`src/rtl/vga_pattern_engine.sv`:
```
// vga_pattern_engine
//
// Parametrised VGA timing and test-pattern generator. It counts pixel
// clocks across each line and lines across each frame, then produces:
// horizontal and vertical sync with configurable porches and polarity,
// a registered pixel position, and one of six selectable test patterns.
// Pattern selection is latched only at the frame boundary, so a frame is
// never drawn in two different modes.
//
// Optional feature macro: VGA_PATTERN_BORDER_EN
//   defined   -> the outermost ring of visible pixels is forced white in
//                every mode.
//   undefined -> pattern output is left unmodified.
//
// Ports
//   i_Clk          pixel clock; all logic runs on its rising edge
//   i_Rst_L        asynchronous active-low reset
//   i_Mode[2:0]    requested pattern, sampled at the end of each frame
//   o_HSync        horizontal sync (polarity set by SYNC_ACTIVE_LOW)
//   o_VSync        vertical sync (polarity set by SYNC_ACTIVE_LOW)
//   o_Red/Green/Blue  pixel colour, COLOUR_BITS each; 0 outside active area
//   o_Active       high while the output pixel is visible
//   o_Col / o_Row  position of the current output pixel
//   o_Frame_Start  one-clock pulse with output pixel (0,0)
//
// All outputs are registered one clock behind the h/v counters and are
// mutually aligned.

module vga_pattern_engine #(
    parameter int H_ACTIVE        = 640,
    parameter int H_FP            = 18,
    parameter int H_SYNC          = 92,
    parameter int H_BP            = 50,
    parameter int V_ACTIVE        = 480,
    parameter int V_FP            = 10,
    parameter int V_SYNC          = 2,
    parameter int V_BP            = 33,
    parameter int COLOUR_BITS     = 3,
    parameter int SYNC_ACTIVE_LOW = 1,
    parameter int CHECK_SHIFT     = 5,
    parameter int GRAD_SHIFT      = 5
) (
    input  logic                                                i_Clk,
    input  logic                                                i_Rst_L,
    input  logic [2:0]                                          i_Mode,
    output logic                                                o_HSync,
    output logic                                                o_VSync,
    output logic [COLOUR_BITS-1:0]                              o_Red,
    output logic [COLOUR_BITS-1:0]                              o_Green,
    output logic [COLOUR_BITS-1:0]                              o_Blue,
    output logic                                                o_Active,
    output logic [$clog2(H_ACTIVE+H_FP+H_SYNC+H_BP)-1:0]        o_Col,
    output logic [$clog2(V_ACTIVE+V_FP+V_SYNC+V_BP)-1:0]        o_Row,
    output logic                                                o_Frame_Start
);

    localparam int H_TOTAL = H_ACTIVE + H_FP + H_SYNC + H_BP;
    localparam int V_TOTAL = V_ACTIVE + V_FP + V_SYNC + V_BP;
    localparam int HW      = $clog2(H_TOTAL);
    localparam int VW      = $clog2(V_TOTAL);
    localparam int BAR_W   = H_ACTIVE / 8;
    localparam int BW      = (BAR_W > 1) ? $clog2(BAR_W) : 1;

    localparam logic [HW-1:0] H_LAST   = HW'(H_TOTAL - 1);
    localparam logic [HW-1:0] H_ACT    = HW'(H_ACTIVE);
    localparam logic [HW-1:0] H_EDGE   = HW'(H_ACTIVE - 1);
    localparam logic [HW-1:0] HS_START = HW'(H_ACTIVE + H_FP);
    localparam logic [HW-1:0] HS_END   = HW'(H_ACTIVE + H_FP + H_SYNC);
    localparam logic [VW-1:0] V_LAST   = VW'(V_TOTAL - 1);
    localparam logic [VW-1:0] V_ACT    = VW'(V_ACTIVE);
    localparam logic [VW-1:0] V_EDGE   = VW'(V_ACTIVE - 1);
    localparam logic [VW-1:0] VS_START = VW'(V_ACTIVE + V_FP);
    localparam logic [VW-1:0] VS_END   = VW'(V_ACTIVE + V_FP + V_SYNC);
    localparam logic [BW-1:0] BAR_LAST = BW'(BAR_W - 1);

    // Idle (deasserted) level of both sync outputs.
    localparam logic SYNC_IDLE = (SYNC_ACTIVE_LOW != 0);

`ifdef VGA_PATTERN_BORDER_EN
    localparam logic BORDER_EN = 1'b1;
`else
    localparam logic BORDER_EN = 1'b0;
`endif

    logic [HW-1:0]          h;
    logic [VW-1:0]          v;
    logic [2:0]             mode;
    logic [7:0]             frame_cnt;
    logic [2:0]             bar_idx;
    logic [BW-1:0]          bar_sub;

    logic                   pix_active;
    logic                   hs_on;
    logic                   vs_on;
    logic                   on_border;
    logic                   check_hit;
    logic                   bar_hit;
    logic [COLOUR_BITS-1:0] grey;
    logic [COLOUR_BITS-1:0] red_next;
    logic [COLOUR_BITS-1:0] green_next;
    logic [COLOUR_BITS-1:0] blue_next;

    // Raster counters plus the state that only changes at line or frame
    // boundaries. The bar index/sub-counter track h exactly: both clear
    // on the cycle h wraps to 0 and the index saturates at 7 so the
    // blanking part of the line just repeats bar 7 (masked anyway).
    // Mode and frame counter update on the last pixel of the frame so the
    // new values are in place when the counters hold (0,0).
    always_ff @(posedge i_Clk or negedge i_Rst_L) begin
        if (!i_Rst_L) begin
            h         <= '0;
            v         <= '0;
            mode      <= 3'd0;
            frame_cnt <= 8'd0;
            bar_idx   <= 3'd0;
            bar_sub   <= '0;
        end else if (h == H_LAST) begin
            h       <= '0;
            bar_idx <= 3'd0;
            bar_sub <= '0;
            if (v == V_LAST) begin
                v         <= '0;
                mode      <= i_Mode;
                frame_cnt <= frame_cnt + 8'd1;
            end else begin
                v <= v + VW'(1);
            end
        end else begin
            h <= h + HW'(1);
            if (bar_sub == BAR_LAST) begin
                bar_sub <= '0;
                if (bar_idx != 3'd7) begin
                    bar_idx <= bar_idx + 3'd1;
                end
            end else begin
                bar_sub <= bar_sub + BW'(1);
            end
        end
    end

    // Pixel colour and sync levels for the current counter position.
    // Arithmetic is widened to 32 bits so that every bit of h, v and the
    // frame counter takes part and the shifts never run off the vector.
    always_comb begin
        pix_active = (h < H_ACT) && (v < V_ACT);
        hs_on      = (h >= HS_START) && (h < HS_END);
        vs_on      = (v >= VS_START) && (v < VS_END);
        on_border  = (h == '0) || (h == H_EDGE) || (v == '0) || (v == V_EDGE);
        check_hit  = (((32'(h) >> CHECK_SHIFT) ^ (32'(v) >> CHECK_SHIFT)) & 32'd1) != 32'd0;
        bar_hit    = ((32'(h) >> 5) & 32'd31) == (32'(frame_cnt) & 32'd31);
        grey       = COLOUR_BITS'(32'(h) >> GRAD_SHIFT);
        red_next   = '0;
        green_next = '0;
        blue_next  = '0;

        case (mode)
            3'd1: begin
                red_next   = '1;
                green_next = '1;
                blue_next  = '1;
            end
            3'd2: begin
                red_next   = {COLOUR_BITS{bar_idx[2]}};
                green_next = {COLOUR_BITS{bar_idx[1]}};
                blue_next  = {COLOUR_BITS{bar_idx[0]}};
            end
            3'd3: begin
                if (check_hit) begin
                    red_next   = '1;
                    green_next = '1;
                    blue_next  = '1;
                end
            end
            3'd4: begin
                red_next   = grey;
                green_next = grey;
                blue_next  = grey;
            end
            3'd5: begin
                if (bar_hit) begin
                    red_next   = '1;
                    green_next = '1;
                    blue_next  = '1;
                end
            end
            default: begin
                red_next   = '0;
                green_next = '0;
                blue_next  = '0;
            end
        endcase

        if (BORDER_EN && on_border) begin
            red_next   = '1;
            green_next = '1;
            blue_next  = '1;
        end

        // Blanking wins over every pattern and the border.
        if (!pix_active) begin
            red_next   = '0;
            green_next = '0;
            blue_next  = '0;
        end
    end

    // Single output pipeline stage; everything here describes the pixel
    // the counters held on the previous clock.
    always_ff @(posedge i_Clk or negedge i_Rst_L) begin
        if (!i_Rst_L) begin
            o_HSync       <= SYNC_IDLE;
            o_VSync       <= SYNC_IDLE;
            o_Red         <= '0;
            o_Green       <= '0;
            o_Blue        <= '0;
            o_Active      <= 1'b0;
            o_Col         <= '0;
            o_Row         <= '0;
            o_Frame_Start <= 1'b0;
        end else begin
            o_HSync       <= hs_on ? ~SYNC_IDLE : SYNC_IDLE;
            o_VSync       <= vs_on ? ~SYNC_IDLE : SYNC_IDLE;
            o_Red         <= red_next;
            o_Green       <= green_next;
            o_Blue        <= blue_next;
            o_Active      <= pix_active;
            o_Col         <= h;
            o_Row         <= v;
            o_Frame_Start <= (h == '0) && (v == '0);
        end
    end

endmodule

```
`config.mk`:
```
export PLATFORM = sky130hd
export DESIGN_NAME = vga_pattern_engine
export DESIGN_NICKNAME = d
export VERILOG_FILES = /design/src/rtl/vga_pattern_engine.sv
export SDC_FILE = /design/constraint.sdc
export NUM_CORES = 1
export LEC_CHECK = 0
export CAP_MARGIN = 20
export CORE_UTILIZATION = 43
export CTS_BUF_LIST = sky130_fd_sc_hd__clkbuf_8
export DETAILED_ROUTE_END_ITERATION = 7
export GPL_TIMING_DRIVEN = 0
export PLACE_DENSITY_LB_ADDON = 0.2
export SLEW_MARGIN = 20
export SYNTH_ARGS = -nofsm -noshare
export SYNTH_HDL_FRONTEND = slang
export SYNTH_SLANG_ARGS = --single-unit
export TNS_END_PERCENT = 20
```
`constraint.sdc`:
```
create_clock -name i_Clk -period 1.5 [get_ports i_Clk]
set_input_delay 0.15 -clock i_Clk [delete_from_list [all_inputs] [get_ports i_Clk]]
set_output_delay 0.15 -clock i_Clk [all_outputs]
set_load 0.05 [all_outputs]
```
; After elaboration in Yosys (flattened, before gate mapping)
; Cells that the tools add are included.
[op_classes]
bitwise = 1
add_sub_neg = 5
n_eq_ne = 10
n_lt_le_gt_ge = 6
div_mod_pow = 0
reduce_logical = 10
n_mul = 0
n_shift = 0
muxes = 17
[ops]
columns = op, count
row1 = 3-bit one-hot mux with 5 select lines, 3
row2 = 3-bit 2-to-1 mux, 8
row3 = 10-bit by 1-bit adder with 10-bit output (second input constant), 2
row4 = 10-bit == test (second input constant), 2
row5 = 10-bit logical NOT, 2
row6 = 10-bit less-than comparator (second input constant), 2
row7 = 10-bit by 9-bit less-than comparator with 1-bit output (second input constant), 2
row8 = 10-bit 2-to-1 mux, 2
row9 = 7-bit 2-to-1 mux, 2
row10 = 10-bit >= comparator (second input constant), 1
row11 = 10-bit by 9-bit >= comparator with 1-bit output (second input constant), 1
row12 = 8-bit by 1-bit adder with 8-bit output (second input constant), 1
row13 = 7-bit by 1-bit adder with 7-bit output (second input constant), 1
row14 = 7-bit == test (second input constant), 1
row15 = 3-bit by 2-bit == test with 1-bit output (second input constant), 2
row16 = 3-bit == test (second input constant), 2
row17 = 5-bit == test, 1
row18 = 1-bit logical AND, 4
row19 = 2-bit AND reduction, 2
row20 = 2-bit nonzero test, 2
row21 = 3-bit by 1-bit adder with 3-bit output (second input constant), 1
row22 = 3-bit by 1-bit == test with 1-bit output (second input constant), 1
row23 = 3-bit != test (second input constant), 1
row24 = 1-bit 2-to-1 mux, 2
row25 = 1-bit bitwise XOR, 1
[totals]
mem_bits_rw = 0
latch_bits = 0
word_cells = 64
mem_bits_ro = 0
memories = 0
register_bits = 74
out_inout_bits = 33

; Logic depth before layout (Yosys ltp)
; Gate-level depths: netlist of run 1.
[logic_depth]
depth_word = 4
mapped_depth = 7
ltp_nobuf = 6

; Worst setup path before layout of run 1
; Ideal clock, no wire load.
[synth_timing]
kind = reg-to-reg
from = register v[0]
to = register mode[0]
stages_incl_launch_ff = 7
arrival_ns = 1.542
setup_slack_ns = -0.167
setup_ns = 0.125
path_buffers = 0
path_cell_list = dfrtp_1 -> inv_1 -> ha_1 -> nor2b_1 -> nand4_4 -> nor2_4 -> mux2_2
[synth_via]
elab_chain_cells = 2
[synth_rtl]
columns = item, line_no
row1 = "start, declared", 86  ; logic [VW-1:0] v;
row2 = "start signal, assigned", 126  ; v <= v + VW'(1);
row3 = 10-bit == test, 121  ; if (v == V_LAST) begin
row4 = 2-bit AND reduction (no source line), n/a
row5 = "end signal, assigned", 123  ; mode <= i_Mode;
row6 = "end, declared", 87  ; logic [2:0] mode;
; No other way between the ends.
; A chain may end at the register's enable or synchronous reset.

; Final worst setup path of run 1
[layout_timing]
from = register v[1]
to = register frame_cnt[1]
[layout_via]
elab_chain_cells = 2
[layout_rtl]
columns = item, line_no
row1 = 10-bit == test, 121
row2 = 2-bit AND reduction (no source line), n/a
row3 = "end signal, assigned", 124  ; frame_cnt <= frame_cnt + 8'd1;
row4 = "end, declared", 88  ; logic [7:0] frame_cnt;
; No other way between the ends.

==> summary.txt, run 1 <==
critical path required time: 1.73 ns
GRT Util Overall: 18.6%
Synth warnings: 0
die height: 85.4 µm
Clock Latency Late Sink: 0.34 ns
global route overflow: 0
CTS tree: built
crit end category: register
DRC violations left: 0
top-area cell type share of the netlist area: 57.7%
clock sinks: 71
Final Max Tran Viols: 0
critical path launch point type: register
RSZ-0062 raised after global routing: yes
fin util: 58.0%
Gate Count Post-Synth: 247
crit-path max FO: 6
Fmax achieved: 0.601 GHz
Distinct cells, synth: 46
worst r2r src: v[1]
Buffers on Ports: 37
row count: 30
Die W: 85.4 µm
number of diodes: 0
static leakage: 1.95 nW
final setup violation count: 20
register area share after synthesis: 59.4%
Starting Density: 44.3%
Post-Route WL: 5870 µm
final hold violations: 0
leading area contributor after synthesis: dfrtp_1
pwr/cell area: 838 nW/µm²
failing checks: negative setup slack
DR iter-0 viols: 87
Max-Cap Viols: 0
most frequent cells in the layout: dfrtp_1, dlygate4sd2_1, buf_4, nor2_1, nand3_1
P&R area growth vs syn: 30.9%
run status: finished, violations left
Critical Path Source: v[1]
vias post-DR: 2138
minimum clock period: 1.66 ns
IO Count: 38
Hold Path Class: in -> async
Routability Congestion: 0.845
CTS max path bufs: 2
Clock Skews: 0.00511 ns
critical path type: reg -> reg
global-route wire length before repair: 10400 µm
die area: 7300 µm²
largest net degree at the start of global routing: 38
FF+latch area: 1790 µm²
post-route setup TNS: -1.53 ns
crit path DAT: 1.89 ns
antenna violations before repair: 0
pre-CTS WS: -0.343 ns
core area: 6760 µm²
Worst slew margin: 67.1%
FF+latch count, synth: 71
Post-Syn Nets: 260
Final WS setup: -0.163 ns
area occupied by multi-input gates: 1260 µm²
fin nets: 328
fin crit share: 111%
via/cell ratio: 5.37
Pre-antenna DRT Iters: 4
FF-to-FF setup slack: -0.16 ns
layout cells sized above 1: 26.4%
most common cell after layout, fill and taps aside: dfrtp_1
Final HPWL DP: 3610 µm
Detail Route Antenna Nets: 0
CTS buffer count: 9
worst vdd ir: 0.353 mV
vias in the first global route: 2161
synth top area cells: dfrtp_1, xor2_1, xnor2_1
Avg Cell Area, Syn: 12.1 µm²
CTS root buf: clkbuf_8
CTS clk-pin slew, worst paths: 0.07 ns
H-tree depth: 3
Mapped Area: 2990 µm²
number of fill cells: 580
Worst Tran Pin Value: 0.495 ns
routed length per instance: 14.7 µm
-- path summary, 6_finish.rpt --
check,to,cells after the start
setup / recovery,frame_cnt[1],6
hold reg to reg,o_Col[6],0
hold / removal,o_Col[3],2
setup reg to reg,frame_cnt[1],6
min in group i_Clk,o_Col[6],0
max in group asynchronous,o_VSync,3
-- Yosys cell counts, drive strengths merged --
master and count:
nor4 5, o21ai 5, a21oi 5, o31ai 1, a21o 1, nor2 20
xnor2 12, nor3 4, nor2b 3, nand4 7, mux2i 3, dfrtp 69
o21a 1, clkbuf 2, nand3 17, xor2 14, mux2 5, and4 3
and2 5, a31oi 12, ha 8, and3 9, nand2b 2, nand2 12
dfstp 2, and4b 1, or3 1, o211ai 3, and3b 1, buf 8
inv 4, nand3b 1, nor4b 1
-- cells by family (layout without fill, tap and decap cells) --
group | count (synthesis) | count (layout) | share of synthesized area (%)
buffers and inverters | 14 | 85 | 2.38
AO/OA/AOI/OAI | 28 | 28 | 5.68
multiplexers | 8 | 8 | 3.01
AND/OR/NAND/NOR | 92 | 92 | 18.6
XOR/XNOR | 26 | 26 | 7.61
adder cells (fa/ha/maj) | 8 | 8 | 3.34
flip-flops | 71 | 71 | 59.4
-- worst max-delay path, stage by stage, from the launching register on --
cell	delay [ns]
dfrtp_2	0.44
inv_1	0.08
ha_1	0.14
nor2b_4	0.19
nand4_4	0.14
nor2_4	0.24
mux2_4	0.32
-- registers in the layout, indices dropped and copies added, names as in the netlist --
name           flops
o_VSync            1
o_Red              3
o_Frame_Start      1
h                 10
o_HSync            1
o_Row             10
o_Active           1
o_Green            3
v                 10
o_Col             10
bar_idx            3
frame_cnt          5
o_Blue             3
mode               3
bar_sub            7
-- where the power goes --
part	switching, W	internal [W]
sequential	0	0.00191
combinational	0.0000373	0.0000156
clock	0.000660	0.000658
total	0.000697	0.00259
-- timing repair --
action	4_1_cts	5_1_grt
gates cloned	1	0
buffers inserted	13	5
gates resized for setup	72	11
endpoints found under the setup margin	75	31
pin swaps	15	12
endpoints found under the hold margin	35	0
hold buffers	1	0
-- layer usage --
layer	share of wire, %	wire length [µm]	up-vias	global-route usage [%]
met4	2.1	123	0	10.6
met5	0	0	-	0
met1	45	2670	1068	23.6
met3	4.3	251	12	4.67
met2	48	2830	60	29.1
li1	-	-	998	-
-- final cells by class --
cell class | instances | area share (%)
multi-input cells | 162 | 32.1
clock inverters | 3 | 0.319
repair buffers | 58 | 13.0
well taps | 80 | 2.55
clock buffers | 11 | 3.86
flip-flops and latches | 71 | 45.6
inverters | 4 | 0.383
plain buffers | 9 | 2.30
-- metrics by stage --
stage	power, W	hold WS (ns)	std cells	cell area (µm²)
finish	0.00328	0.307	398	3920
CTS	0.00333	0.301	393	3860
detailed placement	0.00200	0.137	365	3490
floorplan	0.00195	-0.146	247	3000
global route	0.00340	0.350	398	3920
global placement	0.00200	0.355	364	3470
(Power assumes the default switching activity.)
==> run 2, diff against run 1 <==
Settings changed: SKIP_LAST_GASP set to 1.
==> run 2 against run 1 <==
Against the previous run:
- the run still ends with negative setup slack left
- largest power group unchanged
- utilization rose by 0.67 points
- via count rose by 0.47%
- power fell by 0.21%
- critical path depth fell by 1
- routed wire length rose by 1.6%
- critical endpoint is now v[4]
- non-clock buffer count rose by 4
==> summary.txt, run 2 (synthesis results as in run 1) <==
critical path launch point type: register
GRT busiest layer: met2
M3 GR Usage: 4.38%
largest net degree at the start of global routing: 38
DR iter-0 viols: 121
crit path DAT: 1.90 ns
crit-path max FO: 4
Pre-antenna DRT Iters: 4
CTS clk-pin slew, worst paths: 0.07 ns
global route overflow: 0
M2 GR Usage: 28.7%
slowest stage delay, CP: 0.45 ns
FF+latch area: 1790 µm²
most frequent cells in the layout: dfrtp_1, clkdlybuf4s50_1, buf_4, nor2_1, nand3_1
Worst slew margin: 66.7%
Final HPWL DP: 3610 µm
P&R area growth vs syn: 32.4%
FF-to-FF setup slack: -0.17 ns
failing checks: negative setup slack
RSZ-0062 raised after global routing: yes
antenna violations before repair: 0
crit-path cells: nor4_4, buf_4, and4_4, nor2_2, mux2_4
IO Count: 38
number of fill cells: 563
crit end category: register
Hold Path Class: in -> async
routed length per instance: 14.8 µm
die height: 85.4 µm
final setup violation count: 54
run status: finished, violations left
Fmax achieved: 0.598 GHz
GRT Util Overall: 18.3%
CTS max path bufs: 2
global-route wire length before repair: 10200 µm
Post-Route WL: 5970 µm
static leakage: 1.85 nW
die area: 7300 µm²
via/cell ratio: 5.33
Buffers on Ports: 37
critical path required time: 1.73 ns
area occupied by multi-input gates: 1230 µm²
post-route setup TNS: -5.27 ns
Routability Congestion: 0.845
worst vdd ir: 0.361 mV
core area: 6760 µm²
slowest CP cell: dfrtp_2
Final WS setup: -0.171 ns
row count: 30
H-tree depth: 3
Final Max Tran Viols: 0
fin nets: 333
Starting Density: 44.3%
number of diodes: 0
Worst Tran Pin Value: 0.498 ns
clock sinks: 71
CTS tree: built
pre-CTS WS: -0.343 ns
most common cell after layout, fill and taps aside: dfrtp_1
pwr/cell area: 827 nW/µm²
Overall Power: 0.00328 W
fin crit share: 111%
hold slack: 0.309 ns
minimum clock period: 1.67 ns
CTS buffer count: 9
final hold violations: 0
Clock Skews: 0.00570 ns
Clock Latency Late Sink: 0.34 ns
vias in the first global route: 2109
Die W: 85.4 µm
Detail Route Antenna Nets: 0
CTS root buf: clkbuf_8
layout cells sized above 1: 24.8%
Max-Cap Viols: 0
DRC violations left: 0
critical path type: reg -> reg
vias post-DR: 2148
GR Util met1: 23.5%
[run 2: cell count changes in the layout (fill, tap and decap cells not counted), sizes merged]
cell           before  now
buf                28   33
clkbuf             13   12
clkdlybuf4s50       3   34
dlygate4sd2        31    0
nand4               7    8
[run 2: power breakdown]
| part | internal [W] | switching, W | total, W |
|---|---|---|---|
| Sequential | 0.00191 | 0 | 0.00191 |
| Combinational | 0.0000156 | 0.0000376 | 0.0000532 |
| Clock | 0.000657 | 0.000653 | 0.00131 |
[run 2: worst max-delay path, delay by kind of cell (launching register included)]
kind                   cells  cell delay [ns]
buffers and inverters      1             0.19
DFF                        1             0.45
muxes                      1             0.26
and+or+nand+nor            3             0.66
[run 2: final timing paths]
path | endpoint | start | depth (start not counted)
setup / recovery | v[4] | v[8] | 5
hold reg to reg | o_Col[6] | h[6] | 0
max in group asynchronous | o_VSync | i_Rst_L | 3
setup reg to reg | v[4] | v[8] | 5
hold / removal | o_Col[3] | i_Rst_L | 2
min in group i_Clk | o_Col[6] | h[6] | 0
[run 2: area by class of cell]
class | count | share of cell area [%]
buffer | 9 | 2.30
clock buffer | 11 | 3.82
clock inverter | 3 | 0.316
inverter | 4 | 0.379
multi-input combinational | 163 | 31.1
sequential | 71 | 45.0
tap | 80 | 2.53
timing repair buffer | 62 | 14.6
[run 2: timing repair]
| action | in CTS | in global routing |
|---|---|---|
| endpoints found under the setup margin | 75 | 65 |
| gates resized for setup | 32 | 13 |
| endpoints found under the hold margin | 35 | 0 |
| gates cloned | 1 | 1 |
| pin swaps | 7 | 11 |
| hold buffers | 1 | 0 |
| setup buffers | 13 | 9 |
[run 2: per-stage QoR]
step                std cells  area, µm²  util (%)
floorplan                 247       3000         -
global placement          364       3470      51.4
detailed placement        365       3490      51.6
CTS                       393       3860      57.1
global route              403       3960      58.7
finish                    403       3960      58.7
[run 2: per-layer routing]
layer / up-vias / routed length [µm]
met5: - / 0
met4: 0 / 96
met3: 8 / 218
met2: 54 / 2880
met1: 1069 / 2770
li1: 1017 / -
==> run 3, diff against run 2 <==
Settings changed: CTS_CLUSTER_SIZE set to 10.
Clock period 1.5 ns to 2 ns, I/O delays scaled along.
==> run 3 against run 2 <==
Against the previous run:
- the flow now finishes without violations
- utilization decreased by 3.5 points
- register-to-register slack improved by 0.32 ns
- sequential share of layout area is 2.8 points higher
- critical path depth fell by 4
- routed wire length decreased by 8.1%
- clock power decreased by 3%
- power fell by 16%
- global-route usage decreased by 1.1 points
- critical endpoint is now o_VSync
==> summary.txt, run 3 (synthesis results as in run 1) <==
static leakage: 1.73 nW
crit end category: primary output
final hold violations: 0
via/cell ratio: 5.27
critical path launch point type: register
CP Buf/Inv Count: 1
Worst slew margin: 66.6%
Buffers on Ports: 37
GRT Util Overall: 17.2%
FF-to-FF setup slack: 0.15 ns
fin nets: 310
Post-Route WL: 5480 µm
Final HPWL DP: 3700 µm
DRC violations left: 0
fin util: 55.1%
antenna violations before repair: 0
run status: finished clean
vias in the first global route: 2008
Pre-antenna DRT Iters: 6
crit-path max FO: 1
CTS root buf: clkbuf_8
worst r2r src: h[0]
CP top delay family: buffers and inverters
global-route wire length before repair: 9600 µm
final setup violation count: 0
vias post-DR: 2015
layout cells sized above 1: 14.6%
CTS tree: built
CTS buffer count: 9
Max-Cap Viols: 0
worst r2r dst: frame_cnt[1]
core area: 6760 µm²
Detail Route Antenna Nets: 0
Clock Skews: 0.00962 ns
Worst Tran Pin Value: 0.500 ns
slowest stage delay, CP: 0.79 ns
Critical Path Source: o_VSync
number of diodes: 0
number of fill cells: 583
pwr/cell area: 736 nW/µm²
crit-path cells: clkdlybuf4s50_1
largest net degree at the start of global routing: 39
clock sinks: 71
CTS max path bufs: 2
H-tree depth: 3
design area: 3720 µm²
Final WS setup: 0.152 ns
most common cell after layout, fill and taps aside: dfrtp_1
P&R area growth vs syn: 24.4%
row count: 30
worst vdd ir: 0.386 mV
DP Area: 3480 µm²
routed length per instance: 14.3 µm
Hold Path Class: in -> async
DR iter-0 viols: 57
die height: 85.4 µm
pre-CTS WS: 0.0749 ns
crit path DAT: 1.65 ns
IO Count: 38
Reg2Reg Depth: 5
post-route setup TNS: 0 ns
Clock Latency Late Sink: 0.34 ns
post-CTS setup buffers: 0
global route overflow: 0
Starting Density: 44.3%
CTS clk-pin slew, worst paths: 0.07 ns
critical path required time: 1.80 ns
Final Max Tran Viols: 0
critical path type: reg -> out
Routability Congestion: 0.830
die area: 7300 µm²
slowest CP cell: clkdlybuf4s50_1
most frequent cells in the layout: dfrtp_1, clkdlybuf4s50_1, nor2_1, nand3_1, xor2_1
Die W: 85.4 µm
fin crit share: 92.4%
RSZ-0062 raised after global routing: no
minimum clock period: 1.85 ns
Fmax achieved: 0.541 GHz
run 3: cell count changes in the layout (fill, tap and decap cells not counted), sizes merged:
cell	change
clkbuf	+1
clkdlybuf4s15	-2
buf	-23
bufinv	+2
clkdlybuf4s50	+2
nand4	-1
run 3: per-layer routing:
metal | vias to the layer above | track usage (%) | routed length [µm]
met2 | 46 | 26.5 | 2580
met4 | 0 | 7.58 | 113
met5 | - | 0 | 0
li1 | 974 | - | -
met3 | 8 | 4.38 | 249
met1 | 987 | 23.0 | 2530
run 3: power breakdown:
part	internal [W]	total [W]	switching [W]
sequential	0.00144	0.00144	0
combinational	0.0000116	0.0000393	0.0000277
clock	0.000760	0.00127	0.000506
total	0.00221	0.00274	0.000534
run 3: worst max path at each step:
stage	to	depth (start not counted)
floorplan	mode[0]	6
global placement	bar_sub[4]	1
detailed placement	mode[1]	6
CTS	mode[1]	6
global route	mode[1]	5
finish	o_VSync	1
run 3: repair_timing:
item | CTS | global route
hold endpoints to repair | 36 | 0
resized for setup | 0 | 4
endpoints found under the setup margin | 0 | 4
hold buffers | 1 | 0
run 3: final cells by class:
class | count | area, µm² | area share, %
Sequential cell | 71 | 1780 | 47.8
Multi-Input combinational cell | 162 | 1150 | 30.9
Timing Repair Buffer | 39 | 398 | 10.7
Clock buffer | 11 | 151 | 4.06
Tap cell | 80 | 100 | 2.69
Clock inverter | 5 | 72.6 | 1.95
Buffer | 10 | 56.3 | 1.51
Inverter | 4 | 15.0 | 0.403
run 3: metrics by stage:
| stage | hold slack (ns) | instances | total power [W] |
|---|---|---|---|
| floorplan | -0.0956 | 247 | 0.00146 |
| global placement | 0.355 | 364 | 0.00150 |
| detailed placement | 0.195 | 365 | 0.00150 |
| CTS | 0.370 | 382 | 0.00277 |
| global route | 0.400 | 382 | 0.00286 |
| finish | 0.352 | 382 | 0.00274 |
run 3: worst register-to-register path, cell delays in order, from the launching register on:
cell	delay, ns
dfrtp_1	0.43
ha_2	0.25
and4_4	0.26
nand3_2	0.19
nor2_4	0.25
mux2_2	0.35
==> edit 1: new RTL, flow settings as in run 2 <==
Add a define of `VGA_PATTERN_BORDER_EN`.
--- a/src/rtl/vga_pattern_engine.sv
+++ b/src/rtl/vga_pattern_engine.sv
@@ -25,6 +25,8 @@
 //
 // All outputs are registered one clock behind the h/v counters and are
 // mutually aligned.
+
+`define VGA_PATTERN_BORDER_EN
 
 module vga_pattern_engine #(
     parameter int H_ACTIVE        = 640,
Check against the original RTL: not equivalent (Yosys sat finds a counterexample within 4 cycles, from zero or initial values and one cycle with i_Rst_L low).
==> edit 1 against run 2 <==
The flow still finishes with violations (setup timing). Critical path depth fell by 1. Setup slack worse by 0.30 ns. Area after synthesis grew 3.7%. Sequential cell count did not move. Design area grew 6.9%. Power is 4.8% higher. Clock power up 12%. Wire length increased by 6.7%. Critical path type unchanged.
==> edit 1: results (changes against run 2) <==
Status -> complete, but fails checks (unchanged)
Failing checks -> setup timing (unchanged)
Fraction of layout cells with a size suffix above 1 -> 26.2% (was 24.8%)
First-pass GRT wire length -> 10600 µm (was 10200 µm)
Layout Cells excl Fill -> 440 (was 403)
Compound-gate portion of the synthesized area -> 6.93% (was 5.68%)
Final WS setup -> -0.475 ns (was -0.171 ns)
Commonest cells in the synthesized netlist -> 69 x dfrtp_1, 21 x nor2_1, 19 x xor2_1, 16 x nand3_1, 11 x clkbuf_1 (was 69 x dfrtp_1, 19 x nor2_1, 16 x nand3_1, 14 x xor2_1)
Reg2reg setup slack -> -0.48 ns (was -0.17 ns)
Hold Slack -> 0.288 ns (was 0.309 ns)
Post-synth cell types -> 45 (was 46)
Dpl cell area -> 3650 µm² (was 3490 µm²)
Power, Total -> 3.44 mW (was 3.28 mW)
Leakage Power -> 1.89 nW (was 1.85 nW)
Clk_skew -> 0.0116 ns (was 0.00570 ns)
Critical path data arrival time -> 2.21 ns (was 1.90 ns)
Detailed-route wire length per cell -> 14.5 µm (was 14.8 µm)
Pre-CTS WS -> -0.742 ns (was -0.343 ns)
Placer Congestion -> 0.806 (was 0.845)
DP Wirelength -> 4120 µm (was 3610 µm)
Top cells by area, synth -> dfrtp_1 56%, xor2_1 5.4%, ha_1 3.2% (was dfrtp_1 58%, xor2_1 4.1%, xnor2_1 3.5%)
Crit path to -> mode[2]$_DFFE_PN0P_ (was v[4]$_DFFE_PN0N_)
Worst reg2reg path depth -> 4 (was 5)
Cells after Synth -> 271 (was 247)
Slew @ Worst Pin -> 0.771 ns (was 0.498 ns)
Worst path max stage delay -> 0.54 ns (was 0.45 ns)
Placed cells -> 405 (was 365)
# setup viols final -> 66 (was 54)
Post-synthesis mux area share -> 2.90% (was 3.01%)
Fin area -> 4240 µm² (was 3960 µm²)
## edit 1: timing repair
action	in CTS	in global routing
setup endpoints to repair	78	76
pin swaps	14	3
endpoints found under the hold margin	34	0
hold buffers	1	0
gates cloned	1	0
setup buffers	19	3
gates resized for setup	56	4
## edit 1: routing by layer
metal	GRT usage, %	wire [µm]
met3	6.64	355
met5	0	0
met4	8.33	140
met2	29.8	3070
met1	23.4	2800
## edit 1: layout make-up
class / instances / area (µm²) / area share, %
clock inverter: 4 / 47.5 / 1.12
timing repair buffer: 61 / 573 / 13.5
tap: 96 / 120 / 2.83
sequential: 71 / 1780 / 42.1
clock buffer: 10 / 138 / 3.25
inverter: 9 / 33.8 / 0.797
buffer: 16 / 154 / 3.63
multi-input combinational: 173 / 1390 / 32.8
## edit 1: cell families after synthesis
kind of cell,after synthesis
simple gates,98
flops,71
compound gates,33
buf+inv,28
xor+xnor,26
fa+ha+maj,8
mux,7
==> edit 2: new RTL, config.mk and constraints of run 2 <==
Made on the original files. Reset style: synchronous (`i_Rst_L`), changed in 2 clocked blocks. Comments in the files are not updated.
--- a/src/rtl/vga_pattern_engine.sv
+++ b/src/rtl/vga_pattern_engine.sv
@@ -106,7 +106,7 @@
     // blanking part of the line just repeats bar 7 (masked anyway).
     // Mode and frame counter update on the last pixel of the frame so the
     // new values are in place when the counters hold (0,0).
-    always_ff @(posedge i_Clk or negedge i_Rst_L) begin
+    always_ff @(posedge i_Clk) begin
         if (!i_Rst_L) begin
             h         <= '0;
             v         <= '0;
@@ -206,7 +206,7 @@
 
     // Single output pipeline stage; everything here describes the pixel
     // the counters held on the previous clock.
-    always_ff @(posedge i_Clk or negedge i_Rst_L) begin
+    always_ff @(posedge i_Clk) begin
         if (!i_Rst_L) begin
             o_HSync       <= SYNC_IDLE;
             o_VSync       <= SYNC_IDLE;
Formal check against the unedited RTL: differs if i_Rst_L is asserted again (counterexample within 4 cycles, from zero or initial values and one cycle with i_Rst_L low); with i_Rst_L held inactive, the same outputs for 10 cycles.
==> edit 2 against run 2 <==
The flow still finishes with violations (setup timing). Sequential cell count did not move. Wire length grew 3.9%. Design area shrank 2.5%. Setup slack got worse by 0.31 ns. Area after synthesis is 4.1% lower. Critical path type unchanged. Highest routed layer unchanged.
Power is not compared: it rests on default switching activity, and its combinational part moved more than twofold at a synthesized area within 25%.
==> edit 2: results (changes against run 2) <==
Compound-gate portion of the synthesized area -> 9.90% (was 5.68%)
End of the worst hold path -> mode[0]$_SDFFE_PN0P_
DP Wirelength -> 4030 µm (was 3610 µm)
Fraction of layout cells with a size suffix above 1 -> 18.4% (was 24.8%)
Dpl cell area -> 3380 µm² (was 3490 µm²)
Largest net degree at the start of global routing -> 12 (was 38)
Status -> complete, but fails checks (unchanged)
Critical path data arrival time -> 2.25 ns (was 1.90 ns)
Post-synth cell types -> 39 (was 46)
Synth Area in Adders -> 3.49% (was 3.34%)
Final WS setup -> -0.481 ns (was -0.171 ns)
# setup viols final -> 58 (was 54)
Commonest cells in the synthesized netlist -> 71 x dfxtp_1, 33 x nor2_1, 19 x nand3_1 (was 69 x dfrtp_1, 19 x nor2_1, 16 x nand3_1, 14 x xor2_1)
Hold Path Class -> input port to flop (was input port to asynchronous set/reset pin)
Pre-Repair DR Iteration Count -> 4 (unchanged)
Clk root buf -> clkbuf_8 (unchanged)
Placer Congestion -> 0.771 (was 0.845)
Vias in the first global route -> 2201 (was 2109)
Async set-or-reset flop fraction in the synthesized netlist -> 0% (was 100%)
Worst reg2reg endpoint -> v[5]$_SDFFE_PN0N_ (was v[4]$_DFFE_PN0N_)
Top cells by area, synth -> dfxtp_1 50%, nor2_1 4.3%, ha_1 3.5% (was dfrtp_1 58%, xor2_1 4.1%, xnor2_1 3.5%)
Routed Wire Length -> 6200 µm (was 5970 µm)
Pre-CTS WS -> -0.554 ns (was -0.343 ns)
Pins over their slew limit -> 0 (unchanged)
TNS Setup -> -8.43 ns (was -5.27 ns)
Hold path start -> i_Mode[0]
Vias/cell -> 5.20 (was 5.33)
First-pass GRT wire length -> 10300 µm (was 10200 µm)
Post-synthesis mux area share -> 1.39% (was 3.01%)
Worst reg2reg path depth -> 5 (unchanged)
Violation count after the first detailed-route iteration -> 157 (was 121)
RR Startpoint -> h[5]$_SDFF_PP0_ (was v[8]$_DFFE_PN0N_)
XOR/XNOR Fraction of Synth Area -> 6.71% (was 7.61%)
All-layer global routing usage -> 18.6% (was 18.3%)
Slew @ Worst Pin -> 0.540 ns (was 0.498 ns)
Fin nets -> 382 (was 333)
Post-synthesis sequential area ratio -> 49.5% (was 59.4%)
Top_reg_cell synth -> dfxtp_1 (was dfrtp_1)
Synthesized Nets -> 321 (was 260)
Clk_skew -> 0.00889 ns (was 0.00570 ns)
Max FO, Critical Path -> 5 (was 4)
Failing checks -> setup timing (unchanged)
-- edit 2: layout make-up --
type	instances	area, µm²
buffer	14	116
clock buffer	12	165
clock inverter	4	45.0
fill	561	2520
inverter	8	30.0
multi-input combinational	211	1460
sequential	71	1440
tap	77	96.3
timing repair buffer	54	519
-- edit 2: worst max-delay path, cell delays in order (launching register included) --
cell and delay (ns):
dfxtp_2 0.34, or3_4 0.37, or4_4 0.56, buf_6 0.14, or3_1 0.36, a21oi_1 0.14
-- edit 2: cells by family after synthesis --
group / count (synthesis)
buffers and inverters: 26
multiplexers: 4
XOR/XNOR: 22
flip-flops: 71
AND/OR/NAND/NOR: 128
adder cells (fa/ha/maj): 8
AO/OA/AOI/OAI: 49
-- edit 2: worst max-delay path by stage --
| stage | depth (start not counted) | slack, ns | endpoint | start |
|---|---|---|---|---|
| 2_1_floorplan | 6 | -0.48 | v[7]$_SDFFE_PN0N_ | h[7]$_SDFF_PP0_ |
| 5_1_grt | 5 | -0.53 | v[5]$_SDFFE_PN0N_ | h[6]$_SDFF_PP0_ |
| 3_3_place_gp | 6 | -0.54 | v[7]$_SDFFE_PN0N_ | h[7]$_SDFF_PP0_ |
| 4_1_cts | 5 | -0.46 | v[8]$_SDFFE_PN0N_ | h[6]$_SDFF_PP0_ |
| 3_5_place_dp | 6 | -0.55 | v[7]$_SDFFE_PN0N_ | h[1]$_SDFF_PP0_ |
| 6_report | 5 | -0.48 | v[5]$_SDFFE_PN0N_ | h[5]$_SDFF_PP0_ |
-- edit 2: through the flow --
stage,hold WS (ns),instances
floorplan,0.302,308
global placement,0.428,422
detailed placement,0.438,422
CTS,0.367,446
global route,0.385,451
finish,0.371,451
-- edit 2: repair_timing --
item | 4_1_cts | 5_1_grt
hold endpoints to repair | 0 | 0
setup endpoints to repair | 77 | 77
buffers inserted | 11 | 6
pin swaps | 11 | 12
gates resized for setup | 21 | 20
-- edit 2: report_power, final --
| part | switching, mW | internal, mW |
|---|---|---|
| Clock | 0.675 | 0.893 |
| Combinational | 0.101 | 0.0720 |
| Sequential | 0.0162 | 1.90 |
| Total | 0.792 | 2.87 |
-- edit 2: per-layer routing --
layer	vias up	track usage, %	wire [µm]
li1	1196	-	-
met1	1093	25.4	2930
met2	49	28.4	2960
met3	6	6.03	250
met4	0	5.08	55
met5	-	0	0
